## config.mk

```make
export PLATFORM = sky130hd
export DESIGN_NAME = uart_tx_fifo
export DESIGN_NICKNAME = d
export VERILOG_FILES = /design/src/rtl/uart_tx_fifo.sv
export SDC_FILE = /design/constraint.sdc
export NUM_CORES = 1
export LEC_CHECK = 0
export BUFFER_PORTS_ARGS = -buffer_cell sky130_fd_sc_hd__buf_4
export CELL_PAD_IN_SITES_DETAIL_PLACEMENT = 0
export CELL_PAD_IN_SITES_GLOBAL_PLACEMENT = 1
export CORE_MARGIN = 5
export CORE_UTILIZATION = 45
export CTS_BUF_LIST = sky130_fd_sc_hd__clkbuf_16
export DETAILED_ROUTE_END_ITERATION = 7
export PLACE_DENSITY = 0.76
export SYNTH_ARGS = -nofsm -noshare
export SYNTH_HDL_FRONTEND = slang
export SYNTH_SLANG_ARGS = --single-unit
```

## constraint.sdc

```tcl
create_clock -name clock -period 1.6 [get_ports clock]
set_clock_uncertainty 0.15 [all_clocks]
set_input_delay 0.16 -clock clock [delete_from_list [all_inputs] [get_ports clock]]
set_output_delay 0.16 -clock clock [all_outputs]
set_load 0.02 [all_outputs]
```

## src/rtl/uart_tx_fifo.sv

```systemverilog
// Serial transmitter: DEPTH-entry write FIFO feeding a framer (start, 5..DATA_W data, parity/RS485 bit, 1-2 stop).
// Latency: a queued character starts on the first baud strobe after it is queued; tx_out and status are registered.
// Backpressure: wr_ready = !full; a write while full is dropped. The FIFO pops only at frame start.
module uart_tx_fifo #(
  parameter int DATA_W = 9,
  parameter int DEPTH  = 8,
  parameter int SIZE_W = $clog2(DATA_W + 1)
) (
  input  logic                     clock,
  input  logic                     reset,
  input  logic                     enable,
  input  logic                     brgen,
  input  logic [1:0]               parity,
  input  logic                     stop2,
  input  logic [SIZE_W-1:0]        size,
  input  logic [DATA_W-1:0]        wr_data,
  input  logic                     wr_valid,
  output logic                     wr_ready,
  output logic [$clog2(DEPTH):0]   fifo_count,
  output logic                     tx_out,
  output logic                     tx_en,
  output logic                     busy,
  output logic                     frame_done
);

  localparam int PTR_W = $clog2(DEPTH);
  localparam int CNT_W = PTR_W + 1;

  typedef enum logic [2:0] {
    S_IDLE, S_START, S_DATA, S_PAR, S_STOP1, S_STOP2
  } state_t;

  // ---------------------------------------------------------------- reset
  logic [1:0] rst_sync_q;
  logic       rst_n;

  // Reset asserts immediately and releases two clocks after the pin rises.
  always_ff @(posedge clock or negedge reset) begin
    if (!reset) rst_sync_q <= 2'b00;
    else        rst_sync_q <= {rst_sync_q[0], 1'b1};
  end
  assign rst_n = rst_sync_q[1];

  // ---------------------------------------------------------------- FIFO
  logic [DATA_W-1:0] mem_q [DEPTH];
  logic [PTR_W-1:0]  wr_ptr_q, rd_ptr_q;
  logic [CNT_W-1:0]  count_q, count_d;
  logic              full, empty, push, pop;

  assign full     = (count_q == CNT_W'(DEPTH));
  assign empty    = (count_q == '0);
  assign wr_ready = !full;
  assign push     = wr_valid && !full;
  assign fifo_count = count_q;

  // Storage needs no reset: only entries between the pointers are ever read.
  always_ff @(posedge clock) begin
    if (push) mem_q[wr_ptr_q] <= wr_data;
  end

  // Occupancy next state; simultaneous push and pop cancel out.
  always_comb begin
    count_d = count_q;
    case ({push, pop})
      2'b10:   count_d = count_q + CNT_W'(1);
      2'b01:   count_d = count_q - CNT_W'(1);
      default: count_d = count_q;
    endcase
  end

  // Pointers wrap naturally because DEPTH is a power of two.
  always_ff @(posedge clock or negedge rst_n) begin
    if (!rst_n) begin
      wr_ptr_q <= '0;
      rd_ptr_q <= '0;
      count_q  <= '0;
    end else begin
      if (push) wr_ptr_q <= wr_ptr_q + PTR_W'(1);
      if (pop)  rd_ptr_q <= rd_ptr_q + PTR_W'(1);
      count_q <= count_d;
    end
  end

  // ---------------------------------------------------------------- framer
  state_t            state_q;
  logic [DATA_W-1:0] word_q;
  logic [1:0]        par_q;
  logic              stop2_q;
  logic [SIZE_W-1:0] size_q, cnt_q, size_clamped;
  logic              tx_q, tx_en_q, done_q;
  logic              frame_end, start_ok;
  logic              nxt_bit, par_bit;
  logic [DATA_W-1:0] data_mask;

  // The last stop bit ends on this strobe; the next frame may start on it too.
  assign frame_end = brgen && ((state_q == S_STOP1 && !stop2_q) || state_q == S_STOP2);
  assign start_ok  = brgen && enable && !empty && (state_q == S_IDLE || frame_end);
  assign pop       = start_ok;

  // Clamp the requested character width into 5..DATA_W.
  always_comb begin
    size_clamped = size;
    if (size < SIZE_W'(5))           size_clamped = SIZE_W'(5);
    else if (size > SIZE_W'(DATA_W)) size_clamped = SIZE_W'(DATA_W);
  end

  // Next data bit and the parity/extra bit, computed from the latched word and size.
  always_comb begin
    nxt_bit   = 1'b1;
    data_mask = '0;
    par_bit   = 1'b0;
    for (int i = 0; i < DATA_W; i++) begin
      if (i == int'(cnt_q) + 1) nxt_bit = word_q[i];
      if (i < int'(size_q))     data_mask[i] = 1'b1;
    end
    case (par_q)
      2'd1: par_bit = ~^(word_q & data_mask);
      2'd2: par_bit = ^(word_q & data_mask);
      2'd3: begin
        // A full-width character has no spare bit above it, so the extra bit is 0.
        for (int i = 0; i < DATA_W; i++)
          if (i == int'(size_q)) par_bit = word_q[i];
      end
      default: par_bit = 1'b0;
    endcase
  end

  // Frame state machine; every line/status output is registered here.
  always_ff @(posedge clock or negedge rst_n) begin
    if (!rst_n) begin
      state_q <= S_IDLE;
      word_q  <= '0;
      par_q   <= 2'd0;
      stop2_q <= 1'b0;
      size_q  <= SIZE_W'(5);
      cnt_q   <= '0;
      tx_q    <= 1'b1;
      tx_en_q <= 1'b0;
      done_q  <= 1'b0;
    end else begin
      done_q <= 1'b0;
      if (start_ok) begin
        word_q  <= mem_q[rd_ptr_q];
        par_q   <= parity;
        stop2_q <= stop2;
        size_q  <= size_clamped;
        cnt_q   <= '0;
        tx_q    <= 1'b0;
        tx_en_q <= 1'b1;
        state_q <= S_START;
        if (frame_end) done_q <= 1'b1;
      end else if (brgen) begin
        case (state_q)
          S_IDLE: tx_q <= 1'b1;
          S_START: begin
            tx_q    <= word_q[0];
            state_q <= S_DATA;
          end
          S_DATA: begin
            if (cnt_q < size_q - SIZE_W'(1)) begin
              cnt_q <= cnt_q + SIZE_W'(1);
              tx_q  <= nxt_bit;
            end else if (par_q != 2'd0) begin
              tx_q    <= par_bit;
              state_q <= S_PAR;
            end else begin
              tx_q    <= 1'b1;
              state_q <= S_STOP1;
            end
          end
          S_PAR: begin
            tx_q    <= 1'b1;
            state_q <= S_STOP1;
          end
          S_STOP1: begin
            tx_q <= 1'b1;
            if (stop2_q) begin
              state_q <= S_STOP2;
            end else begin
              state_q <= S_IDLE;
              tx_en_q <= 1'b0;
              done_q  <= 1'b1;
            end
          end
          S_STOP2: begin
            tx_q    <= 1'b1;
            state_q <= S_IDLE;
            tx_en_q <= 1'b0;
            done_q  <= 1'b1;
          end
          default: begin
            tx_q    <= 1'b1;
            tx_en_q <= 1'b0;
            state_q <= S_IDLE;
          end
        endcase
      end
    end
  end

  assign tx_out     = tx_q;
  assign tx_en      = tx_en_q;
  assign busy       = (state_q != S_IDLE);
  assign frame_done = done_q;

endmodule

```

[Word level (Yosys, flattened, before mapping)]
Memories as Yosys holds them, arrays and structs flattened. A register that Yosys moved wholly into a read port is not among the register bits.
Index checks and enable logic that the tools add are counted.
Storage, ports and cells
  bits in read-only memories: 0
  latch bits: 0
  output and inout port bits: 9
  memories: 1
  memory bits (writable): 72
  bits of input ports: 21
  register bits: 29
  word-level logic and storage cells: 149
Memory list
  mem_q: depth 8, bits a word 9, rd ports 1, clocked after memory_dff 1, write ports 1, RTL line 45  | logic [DATA_W-1:0] mem_q [DEPTH];
Operators by class
  divide/modulo/power cells: 0
  multiplexer cells: 57
  multipliers: 0
  equal/unequal tests: 31
  shift-type cells: 0
  $add $sub $neg: 7
  bitwise gates (word level): 1
  magnitude comparators: 12
  reductions and logical operators: 28
Operators with widths (number)
  $eq A4 B32 Y1 const A: 4
  $eq A3 B32 Y1 const A: 2
  $mux W1: 40
  $eq A2 B32 Y1 const A: 1
  $logic_not A32 Y1: 1
  $mux W4: 6
  $eq A4 B4 Y1 const A: 5
  $lt A3 B4 Y1 const A: 4
  $mux W3: 5
  $pmux W3 S5: 1
  $reduce_bool A2 Y1: 5
  $and A9 B9 Y9: 1
  $reduce_and A3 Y1: 3
  $reduce_xnor A9 Y1: 1
  $reduce_xor A9 Y1: 1
  $add A4 B1 Y4 const B: 2
  $eq A3 B4 Y1 const A: 2
  $logic_not A4 Y1: 2
  $lt A1 B4 Y1 const A: 2
  $lt A2 B4 Y1 const A: 2
  $pmux W4 S2: 1
  $sub A4 B1 Y4 const B: 2
  $add A3 B1 Y3 const B: 2
  $eq A2 B2 Y1 const B: 3
  23 further kinds: 38

[Depth between registers and ports, before layout]
  depth after elaboration: 16
  gate-level depth with buffers: 12
  depth with buffers taken out: 11

[Least setup slack after synthesis]
Ideal clock, no wire load.
  kind: register to register
  from: register count_q[1] (netlist: fifo_count[1])
  to: register count_q[3] (netlist: fifo_count[3])
  data required time: 1318 ps
  data arrival time: 2540 ps
  path buffers: 1
  cell stages (with the launch flop): 12
  library setup time: 132 ps
  clock period less this slack: 2822 ps
  path slack: -1222 ps
  path through: dfrtp_1 > or4_1 > nand3_1 > a211oi_4 > buf_2 > ha_1 > ha_1 > a21o_1 > a21oi_1 > xnor2_1 > nor2_1 > xor2_1
Between the ends
  cells in the longest elaborated chain, start to end: 6
  elaborated cells between the ends (all ways): 13
  those cells by class: add/sub (2); eq/ne (3); mux (1); reduce/logical (7)
Ends and longest elaborated chain
  start: declaration: RTL line 47  | logic [CNT_W-1:0] count_q, count_d;
  start signal: assignment: RTL line 80  | count_q <= count_d;
  $logic_not A4 Y1 *: RTL line 51  | assign empty = (count_q == '0);
  $logic_not A1 Y1 *: RTL line 97  | assign start_ok = brgen && enable && !empty && (state_q == S_IDLE || frame_end);
  $logic_and A1 B1 Y1 * (2 in a row): RTL line 97
  net pop: RTL line 48  | logic full, empty, push, pop;
  $eq A2 B1 Y1 or $eq A2 B2 Y1 (tied branches): RTL line 64  | case ({push, pop})
  $pmux W4 S2 or $reduce_bool A2 Y1 (tied branches)
Mark *: on every way through the listed nets, which the timed path passes. The rest lies on a longest branch.
A chain may end at the register's enable or synchronous reset.

[Worst setup path in the final report]
  from: register count_q[0] (netlist: fifo_count[0])
  to: register count_q[3] (netlist: fifo_count[3])
Between the ends
  cells in the longest elaborated chain, start to end: 6
  elaborated cells between the ends (all ways): 13
  those cells by class: add/sub (2); eq/ne (3); mux (1); reduce/logical (7)
Ends and longest elaborated chain (RTL line)
  $logic_not A4 Y1: 51
  $logic_not A1 Y1: 97
  $logic_and A1 B1 Y1 (2 in a row): 97
  $eq A2 B1 Y1 or $eq A2 B2 Y1 (tied branches): 64
  $pmux W4 S2 or $reduce_bool A2 Y1 (tied branches)
Several ways; a longest one is shown, not always the timed one.

==> results.cfg <==
[worst_setup_path]
cp_slowest_cell = or4_4
r2r_setup_slack_ns = -0.78
cpPeakStageDelay_ns = 0.54
r2r-start = fifo_count[0]$_DFFE_PN0P_
critPathRequiredTime_ns = 1.69
path_cells = or4_4 -> nand3_4 -> a211oi_4 -> ha_4 -> ha_4 -> a21o_1 -> a21oi_2 -> xnor2_1 -> nor2_1 -> xor2_1
critical_path_peak_fanout = 3
ff2ff_path_depth = 10
end_kind = register
path_common_cell = ha_4
worstSetupPathType = register to register
start_kind = register
arrival_ns = 2.46
regToRegEndpoint = fifo_count[3]$_DFFE_PN0P_

[yosys]
syn_nets = 407
synth_edf_count = 72
ys_seq_area_share_pct = 60.5
syn_area_sq_um = 5150
synth.avg_cell_area_sq_um = 14.0
ys_seq_elements = 110
synth_cells = 367
ys.warnings.count = 0
synth_top_cells_by_area = edfxtp_1 42%, dfrtp_1 17%, mux4_2 8.3%
ys_types = 53
async_reset_ff_share_pct = 34.5
synthFlopType = edfxtp_1
synth_top_area_share_pct = 42.0
synth_largest_area_cell = edfxtp_1

[status]
status = finished with violations
violations = setup timing

[worst_hold_path]
holdPathStages = 4
hp-start = size[1]
min_path_type = input port to register
holdPathEnd = size_q[0]$_DFFE_PN1P_

[sta]
finalHoldViolCount = 0
setup_violations = 108
drv_slew = 0
holdWs_ns = 0.0715
layout_setup_ws_ns = -0.776
period_minus_slack_ns = 2.38
max_freq_mhz = 421
layout_worst_path_cycle_share_pct = 149
rsz0062_at_grt = true

[routing]
drt-initial-drc-count = 237
vias = 3423
firstDrtPassIters = 4
drc = 0
postRouteAntennaNets = 0
wl_um = 11200
routed_via_density = 5.26
wl_per_cell_um = 17.2

[grt]
use_met1_pct = 22.8
track_usage_pct = 18.0
grt-busiest-layer = met2
grt_max_degree = 37
overflow = 0
grt_pass1_vias = 3509
grt.met3_usage_pct = 3.65
use_met2_pct = 31.3
grt_pass1_wl_um = 18500
antenna_found_initial = 0

[clock_network]
clk_pin_slew_ns = 0.08
max-clock-path-buffers = 2
h-tree-depth = 3
cts_buffers = 9
clk_latency_ns = 0.36
cts_root_buffer = clkbuf_16
cts_sinks = 110
cts_tree = yes

[die]
die_h_um = 117
fp-row-count = 39
dieArea_sq_um = 13700
ios = 30
die_x_um = 117
coreArea_sq_um = 11300
start_util_pct = 45.5

[pwr]
comb_power_share_pct = 53.6
power.switching_w = 0.00504
p_int_w = 0.00892
seqPwrFrac_pct = 31.3
p_clk_share_pct = 15.2
ir_worst_vdd_mv = 1.12
power_density_nw_per_um2 = 1940
switching_share_pct = 36.1
finalPower_w = 0.0140
p_leak_nw = 2.81

[placement]
portBuffers = 29
gp_congestion = 0.758
dp_hpwl_um = 7180

[job]
max_cap_viol_count = 0

[finish]
layout-drive-gt1-share_pct = 41.9
nNetsFinal = 543
diodes = 0
area_growth_pct = 39.8
## logic make-up (layout without fill, tap and decap cells)
| family | count (synthesis) | in the layout | share of synthesized area, % |
|---|---|---|---|
| AO/OA/AOI/OAI | 66 | 66 | 8.02 |
| XOR/XNOR | 20 | 20 | 3.40 |
| adder cells (fa/ha/maj) | 19 | 19 | 4.76 |
| buffers and inverters | 31 | 172 | 2.75 |
| flip-flops | 110 | 110 | 60.5 |
| multiplexers | 38 | 38 | 12.1 |
| other | 1 | 1 | 0.0729 |
| AND/OR/NAND/NOR | 82 | 82 | 8.31 |
## power by group through the flow
| stage | Sequential, W | Clock, W | Combinational [W] |
|---|---|---|---|
| 2_1_floorplan | 0.00445 | 0 | 0.00403 |
| 3_3_place_gp | 0.00436 | 0 | 0.00644 |
| 3_5_place_dp | 0.00440 | 0 | 0.00654 |
| 4_1_cts | 0.00436 | 0.00218 | 0.00734 |
| 5_1_grt | 0.00445 | 0.00229 | 0.00814 |
| 6_report | 0.00436 | 0.00212 | 0.00747 |
## flip-flops by register name, summed over array words and instances, names as in the netlist, 3 cells and up
signal      flops
cnt_q           4
fifo_count      4
mem_q          72
rd_ptr_q        3
size_q          4
state_q         3
word_q          9
wr_ptr_q        3
## metrics by stage
stage	setup WS [ns]	cells	TNS [ns]	cell area (sq um)	utilization (%)
after floorplan	-0.950	367	-32.88	5360	-
after global placement	-0.721	596	-32.37	6300	55.6
after detailed placement	-0.783	596	-35.78	6300	55.6
after CTS	-0.781	646	-38.92	7120	62.9
after global routing	-0.864	651	-44.59	7190	63.6
final	-0.776	651	-36.15	7190	63.6
## critical path, delay by kind of cell (launching register included)
kind | cells | cell delay (ns)
adders and majority gates | 2 | 0.39
AOI/OAI and AO/OA | 3 | 0.34
xor gates and xnor gates | 2 | 0.26
DFF | 1 | 0.40
and+or+nand+nor | 3 | 0.70
## final cells by class
type	count	area, sq um
Clock inverter	7	53.8
Tap cell	143	179
Inverter	16	65.1
Multi-Input combinational cell	226	2200
Clock buffer	9	225
Sequential cell	110	3120
Fill cell	860	4130
Timing Repair Buffer	140	1360
## placed cells by master, fill, tap and decap left out, drive strengths merged, types with 18 or more instances in the layout
| master | n |
|---|---|
| a21oi | 24 |
| buf | 121 |
| dfrtp | 35 |
| dlygate4sd3 | 19 |
| edfxtp | 72 |
| ha | 18 |
| inv | 23 |
| mux4 | 19 |
| nand2 | 20 |
| nor2 | 22 |
| o21ai | 20 |
## how the worst max path moves through the flow
stage | startpoint | endpoint | slack [ns]
after global routing | size_q[0]$_DFFE_PN1P_ | tx_out$_DFFE_PN1P_ | -0.86
after floorplan | fifo_count[0]$_DFFE_PN0P_ | fifo_count[3]$_DFFE_PN0P_ | -0.95
final | fifo_count[0]$_DFFE_PN0P_ | fifo_count[3]$_DFFE_PN0P_ | -0.78
after global placement | fifo_count[0]$_DFFE_PN0P_ | fifo_count[3]$_DFFE_PN0P_ | -0.72
after CTS | fifo_count[0]$_DFFE_PN0P_ | fifo_count[3]$_DFFE_PN0P_ | -0.78
after detailed placement | fifo_count[0]$_DFFE_PN0P_ | fifo_count[3]$_DFFE_PN0P_ | -0.78
## layer usage
layer | wire length, um | vias up
met5 | 0 | -
met4 | 132 | 0
met3 | 345 | 10
met2 | 5930 | 48
met1 | 4760 | 1721
li1 | - | 1644
## cell usage after synthesis, types with 3 or more instances
cell / count
nand3_1: 9
nor2b_1: 3
dfstp_2: 3
dfrtp_1: 35
a21o_1: 3
edfxtp_1: 72
nand2_1: 20
xnor2_1: 14
a21oi_1: 24
mux4_2: 19
nand2b_1: 4
buf_2: 4
clkbuf_1: 5
mux2i_1: 14
xor2_1: 6
ha_1: 18
inv_1: 16
o211ai_1: 4
o21ai_0: 19
nor2_1: 22
a31oi_1: 4
nor3b_1: 4
mux2_2: 5
nor3_1: 4
## repair_timing
item / CTS / global route
hold buffers: 19 / 0
endpoints found under the hold margin: 82 / 0
gates resized for setup: 44 / 10
pin swaps: 17 / 12
setup buffers: 16 / 7
setup endpoints to repair: 107 / 110
cloned: 2 / 0
Power figures use the tool's default switching activity.
